### src/rtl/x_400_mod_503_seq.sv
// x_400_mod_503_seq: sequential X mod 503 reducer using one 9-bit Horner step per cycle
module x_400_mod_503_seq #(
    parameter int N_BITS = 400
) (
    input  logic              clk,
    input  logic              rst,
    input  logic              in_valid,
    output logic              in_ready,
    input  logic [N_BITS-1:0] X,
    output logic              out_valid,
    input  logic              out_ready,
    output logic [8:0]        R,
    output logic              busy
);
    localparam int NCHUNK = (N_BITS + 8) / 9;
    localparam int PW     = 9 * NCHUNK;
    localparam int CW     = $clog2(NCHUNK + 1);

    typedef enum logic [1:0] {IDLE, RUN, DONE} state_t;

    state_t          r_state, w_next;
    logic [PW-1:0]   r_sh;
    logic [8:0]      r_acc;
    logic [CW-1:0]   r_cnt;
    logic [8:0]      r_r;
    logic [12:0]     w_v;
    logic [9:0]      w_f;
    logic [8:0]      w_acc;
    logic            w_accept;
    logic            w_last;

    assign w_v      = 13'd9 * {4'b0, r_acc} + {4'b0, r_sh[PW-1 -: 9]};
    assign w_f      = 10'd9 * {6'b0, w_v[12:9]} + {1'b0, w_v[8:0]};
    assign w_acc    = (w_f >= 10'd503) ? 9'(w_f - 10'd503) : w_f[8:0];
    assign w_accept = in_valid && (r_state == IDLE);
    assign w_last   = (r_state == RUN) && (r_cnt == '0);
    assign in_ready  = (r_state == IDLE);
    assign out_valid = (r_state == DONE);
    assign busy      = (r_state != IDLE);
    assign R         = r_r;

    always_comb begin
        w_next = r_state;
        case (r_state)
            IDLE:    w_next = w_accept ? RUN : IDLE;
            RUN:     w_next = w_last ? DONE : RUN;
            DONE:    w_next = out_ready ? IDLE : DONE;
            default: w_next = IDLE;
        endcase
    end

    always_ff @(posedge clk) begin
        if (rst) r_state <= IDLE;
        else     r_state <= w_next;
    end

    always_ff @(posedge clk) begin
        if (rst) begin
            r_sh  <= '0;
            r_acc <= '0;
            r_cnt <= '0;
            r_r   <= '0;
        end else if (w_accept) begin
            r_sh  <= PW'(X);
            r_acc <= '0;
            r_cnt <= CW'(NCHUNK - 1);
        end else if (r_state == RUN) begin
            r_sh  <= r_sh << 9;
            r_acc <= w_acc;
            r_cnt <= r_cnt - CW'(1);
            if (w_last) r_r <= w_acc;
        end
    end
endmodule

### config.mk
export PLATFORM = sky130hd
export DESIGN_NAME = x_400_mod_503_seq
export DESIGN_NICKNAME = d
export VERILOG_FILES = /design/src/rtl/x_400_mod_503_seq.sv
export SDC_FILE = /design/constraint.sdc
export NUM_CORES = 1
export LEC_CHECK = 0
export ABC_AREA = 1
export CAP_MARGIN = 15
export CORE_UTILIZATION = 50
export DETAILED_ROUTE_END_ITERATION = 10
export GPL_ROUTABILITY_DRIVEN = 1
export GPL_TIMING_DRIVEN = 0
export PLACE_DENSITY = 0.79
export SLEW_MARGIN = 10
export SYNTH_ARGS = -nofsm -noshare
export SYNTH_HDL_FRONTEND = slang
export SYNTH_SLANG_ARGS = --single-unit
### constraint.sdc
create_clock -name clk -period 5.4 [get_ports clk]
set_clock_uncertainty 0.15 [all_clocks]
set_input_delay 1.08 -clock clk [delete_from_list [all_inputs] [get_ports clk]]
set_output_delay 1.08 -clock clk [all_outputs]
set_load 0.005 [all_outputs]
==> impl_metrics.ini, run 1 <==
[timing]
finalSetupViolCount = 0
drv_slew = 0
final.setup.worst_slack_ns = 0.288
whs_ns = 0.317
slew_headroom_pct = 45.1
max_freq_mhz = 196
worst_slew_pin_slew_ns = 0.824
period_needed_ns = 5.11
final_hold_viol_count = 0
post-route-period-util_pct = 94.7

[die]
die_y_um = 195
rows = 70
coreArea_sq_um = 36600
top_level_ports = 416
initial_core_util_pct = 50.8
die_x_um = 195
dieArea_sq_um = 38000

[global_routing]
track_usage_pct = 31.1
grt.overflow.total = 0
grt_pass1_wl_mm = 94.8
grt_start_max_net_pins = 15
grt_pass1_vias = 19100
antenna_found_initial = 22

[clock_network]
clock-sinks = 431
hold_buffers = 0
clockBufferDepth = 3
cts_made_buffers = 45
cts_root_buf = clkbuf_16
clock_latency_ns = 0.55
clkTransAtPathRegs_ns = 0.06
cts_max_level = 2
cts_tree = built

[drt]
drtIter0Drc = 1265
wl_per_cell_um = 16.9
vias = 19400
vias_per_cell = 5.43
routed_wl_mm = 60.4
drc = 0
first_pass_iters = 5
drtAntennaViolNets = 0

[critical_path]
crit_path_start_kind = flop
worstSetupPathType = flop to flop
slowest_stage = fa_1
critPathMaxStageDelay_ns = 0.47
worst-path-max-fanout = 8
required_ns = 5.70
cp.arrival_ns = 5.41
crit_path_end_kind = flop
worst_path_most_repeated_cell = inv_1

[yosys]
synth.top_cell.area_share_pct = 46.4
synth_nets = 3043
ys_top_cells_by_area = dfxtp_1, nand2_1, a31oi_1, ha_1, clkbuf_1
synth_warnings = 0
async_flop_share_pct = 0
netlist_area_sq_um = 18600
synth.distinct_cells = 29
synth_top_flop_cell = dfxtp_1
ys_ff_latch = 431
syn_avg_cell_area_sq_um = 7.17
yosysTopAreaCell = dfxtp_1
synth_edf_count = 0
seq_area_frac_synth_pct = 46.4
synthCells = 2594

[layout]
drive_gt1_share_pct = 6.56
syn_to_final_growth_pct = 35.2
nets = 3506

[placed_design]
place_congestion = 0.930
dp.final_hpwl_mm = 46.5
dp_slack_ns = 0.0600
port_buffers = 414

[pwr]
peakVddDrop_mv = 0.271
power_leakage_uw = 0.00948
p_per_area_nw_per_um2 = 347

[run]
drv_cap = 0

[worst_hold_path]
hold_path_class = flop to flop

[run_status]
status = complete, no violations
per-stage QoR:
step / power, uW / cell area, sq um / utilization [%] / setup TNS, ns / std cells
2_1_floorplan: 4650 / 18600 / - / 0 / 2594
3_3_place_gp: 5300 / 23300 / 63.7 / 0 / 3476
3_5_place_dp: 5350 / 23300 / 63.7 / 0 / 3476
4_1_cts: 8710 / 25000 / 68.2 / 0 / 3559
5_1_grt: 9100 / 25100 / 68.6 / -0.146 / 3574
6_report: 8730 / 25100 / 68.6 / 0 / 3577
cells in the mapped netlist (2+ instances only):
cell,count
nor2_4,2
buf_1,6
nand2_1,1250
a21oi_1,41
xnor2_1,6
inv_1,83
nand3_1,38
o21ai_0,21
fa_1,8
xor2_1,8
nand4_1,5
nand2_2,14
ha_1,37
dfxtp_1,431
nand3b_2,2
nor2_1,61
buf_2,69
clkbuf_1,108
a31oi_1,383
nor2_2,4
inv_2,5
nor3_1,3
nand2_4,3
where the power goes:
group          switching (uW)  internal (uW)
clock                    1290           2100
combinational             981            703
sequential                175           3480
total                    2450           6280
cells in the final DEF (no fill, tap or decap), types with 37 or more instances in the layout:
master	count
buf_2	69
clkbuf_1	112
dfxtp_1	426
a21oi_1	39
clkdlybuf4s50_1	414
a31oi_1	383
nand2_1	1247
clkbuf_16	46
inv_1	82
nor2_1	60
nand3_1	37
cells by family (layout without fill, tap and decap cells):
group | count (synthesis) | in the layout | synth area share [%]
other | 0 | 16 | 0
buffers and inverters | 272 | 770 | 5.98
DFF | 431 | 431 | 46.4
adders and majority gates | 45 | 45 | 3.35
and+or+nand+nor | 1385 | 1386 | 29.0
AOI/OAI and AO/OA | 447 | 447 | 14.6
xor gates and xnor gates | 14 | 14 | 0.660
registers in the layout, indices dropped and copies added (netlist names):
signal and flops:
r_cnt 6, r_sh 405, R 9, r_acc 9, r_state 2
worst paths after layout:
kind	startpoint	to	slack (ns)	cells past startpoint
max	r_acc[2]	r_acc[7]	0.29	32
min	r_sh[5]	r_sh[5]	0.32	2
min reg2reg	r_sh[5]	r_sh[5]	0.32	2
max reg2reg	r_acc[2]	r_acc[7]	0.29	32
critical path: cells and delay by family, from the launching register on:
kind	cells	cell delay, ns
buf+inv	7	0.41
compound gates	5	0.84
flops	1	0.35
fa+ha+maj	6	1.85
simple gates	14	1.39
what timing repair did:
item	CTS	global route
setup endpoints to repair	0	18
endpoints found under the hold margin	0	0
gates resized for setup	0	21
setup buffers	0	1
per-layer routing:
layer | vias to the layer above | part of all wire, % | track usage [%]
met5 | - | 0.093 | 0
met4 | 8 | 4.2 | 14.9
met3 | 171 | 7.5 | 5.76
met2 | 792 | 47 | 52.2
met1 | 8996 | 41 | 38.3
li1 | 9469 | - | -
area by class of cell:
class	instances	area, sq um
Multi-Input combinational cell	1892	8950
Timing Repair Buffer	415	4150
Clock buffer	65	1370
Buffer	184	781
Fill cell	3059	11500
Antenna cell	16	40.0
Inverter	88	330
Clock inverter	18	283
Sequential cell	431	8630
Tap cell	468	586
Note: power is estimated with default switching activity, not from simulation.
==> run 2, diff against run 1 <==
--- a/config.mk
+++ b/config.mk
@@ -9,10 +9,11 @@
 export CAP_MARGIN = 15
 export CORE_UTILIZATION = 50
 export DETAILED_ROUTE_END_ITERATION = 10
-export GPL_ROUTABILITY_DRIVEN = 1
+export GPL_ROUTABILITY_DRIVEN = 0
 export GPL_TIMING_DRIVEN = 0
 export PLACE_DENSITY = 0.79
 export SLEW_MARGIN = 10
 export SYNTH_ARGS = -nofsm -noshare
 export SYNTH_HDL_FRONTEND = slang
 export SYNTH_SLANG_ARGS = --single-unit
+export TNS_END_PERCENT = 5
==> run 2 against run 1 <==
Global-route usage shrank 1.0 points. Count of clock-buffer cells in the layout stayed put. Die area unchanged. Utilization shrank 0.75 points. Clock power decreased by 13%.
==> impl_metrics.ini, run 2 (synthesized netlist as in run 1, its figures left out) <==
[layout]
largest_reg_flops = 405
seqCellArea_sq_um = 8630
drive_gt1_share_pct = 6.22
multi_input_area_sq_um = 8930
fillers = 3066
layout_common_cells = nand2_1, dfxtp_1, clkdlybuf4s50_1
nets = 3506
regMostFlops = r_sh
final_area_sq_um = 24900
layout_commonest_cell = nand2_1
syn_to_final_growth_pct = 33.7

[critical_path]
critPathMaxStageDelay_ns = 0.45
r2r_start = r_acc[4]
required_ns = 5.74
crit_path_start_kind = flop
worst-path-max-fanout = 8
cp.arrival_ns = 5.46
slowest_stage = fa_1
crit_start = r_acc[4]
worstSetupPathType = flop to flop
crit_path_end_kind = flop

[global_routing]
grt_pass1_vias = 18700
grt_pass1_wl_mm = 91.9
grt.overflow.total = 0
antenna_found_initial = 26
grt_start_max_net_pins = 14
track_usage_pct = 30.0

[run]
drv_cap = 0

[drt]
vias = 19300
drc = 0
routed_wl_mm = 58.7
wl_per_cell_um = 16.4
drtAntennaViolNets = 0
first_pass_iters = 5
vias_per_cell = 5.40
drtIter0Drc = 1398

[timing]
worst_slew_pin_slew_ns = 0.881
final_hold_viol_count = 0
finalSetupViolCount = 0
post-route-period-util_pct = 94.9
period_needed_ns = 5.13
fin_tns_setup_ns = 0
slew_headroom_pct = 41.3
max_freq_mhz = 195
drv_slew = 0

[clock_network]
cts_max_level = 2
clock-sinks = 431
cts_tree = built
hold_buffers = 0
clock_latency_ns = 0.56
cts_root_buf = clkbuf_16
clkTransAtPathRegs_ns = 0.06
clockBufferDepth = 3
cts_made_buffers = 44

[die]
coreArea_sq_um = 36600
rows = 70
dieArea_sq_um = 38000
top_level_ports = 416
die_x_um = 195
die_y_um = 195
initial_core_util_pct = 50.8

[pwr]
peakVddDrop_mv = 0.223
p_per_area_nw_per_um2 = 333
power_leakage_uw = 0.00936

[placed_design]
placed_area_sq_um = 23300
port_buffers = 414
dp.final_hpwl_mm = 45.1

[run_status]
status = complete, no violations

[worst_hold_path]
hold_path_class = flop to flop
min_from = r_sh[4]
[run 2: cell types whose count changed in the layout (fill, tap and decap cells not counted), sizes merged]
cell	delta
diode	+4
bufinv	-6
clkinv	-3
inv	+1
buf	+1
[run 2: what timing repair did]
action | 4_1_cts | 5_1_grt
buffers inserted | 0 | 2
endpoints found under the setup margin | 0 | 18
resized for setup | 0 | 24
[run 2: critical path, delay by kind of cell, from the launching register on]
kind	cells	cell delay, ns
AND/OR/NAND/NOR	19	1.72
buffers and inverters	5	0.38
flip-flops	1	0.42
AO/OA/AOI/OAI	3	0.37
adder cells (fa/ha/maj)	6	2.01
[run 2: cell type report]
type	count	share of cell area, %
antenna	20	0.201
buffer	184	3.14
clock buffer	65	5.20
clock inverter	10	0.373
inverter	88	1.33
multi-input combinational	1892	35.9
sequential	431	34.7
tap	468	2.36
timing repair buffer	416	16.7
[run 2: worst paths after layout]
check | slack [ns] | endpoint | depth (start not counted)
worst max-delay path | 0.27 | r_acc[3] | 33
worst min-delay path | 0.32 | r_sh[4] | 2
worst max register to register | 0.27 | r_acc[3] | 33
worst min register to register | 0.32 | r_sh[4] | 2
[run 2: metrics by stage]
step	hold WS, ns	power [uW]	setup WS [ns]	cells	util, %
after global routing	0.337	8640	-0.0105	3570	67.9
final	0.316	8280	0.274	3574	67.9
after CTS	0.316	8260	0.104	3551	67.5
after global placement	0.300	5280	0.253	3476	63.7
after floorplan	0.290	4650	0.756	2594	-
after detailed placement	0.304	5330	0.119	3476	63.7
[run 2: routing by layer]
layer / routed length [um] / global-route usage (%)
met5: 73 / 0
met4: 2830 / 16.1
met3: 4730 / 6.33
met2: 27100 / 49.1
met1: 24000 / 37.1
[run 2: power breakdown]
group	internal, uW	switching [uW]	total (uW)
clock	1700	1260	2960
sequential	3480	173	3650
combinational	700	967	1670
total	5880	2400	8280
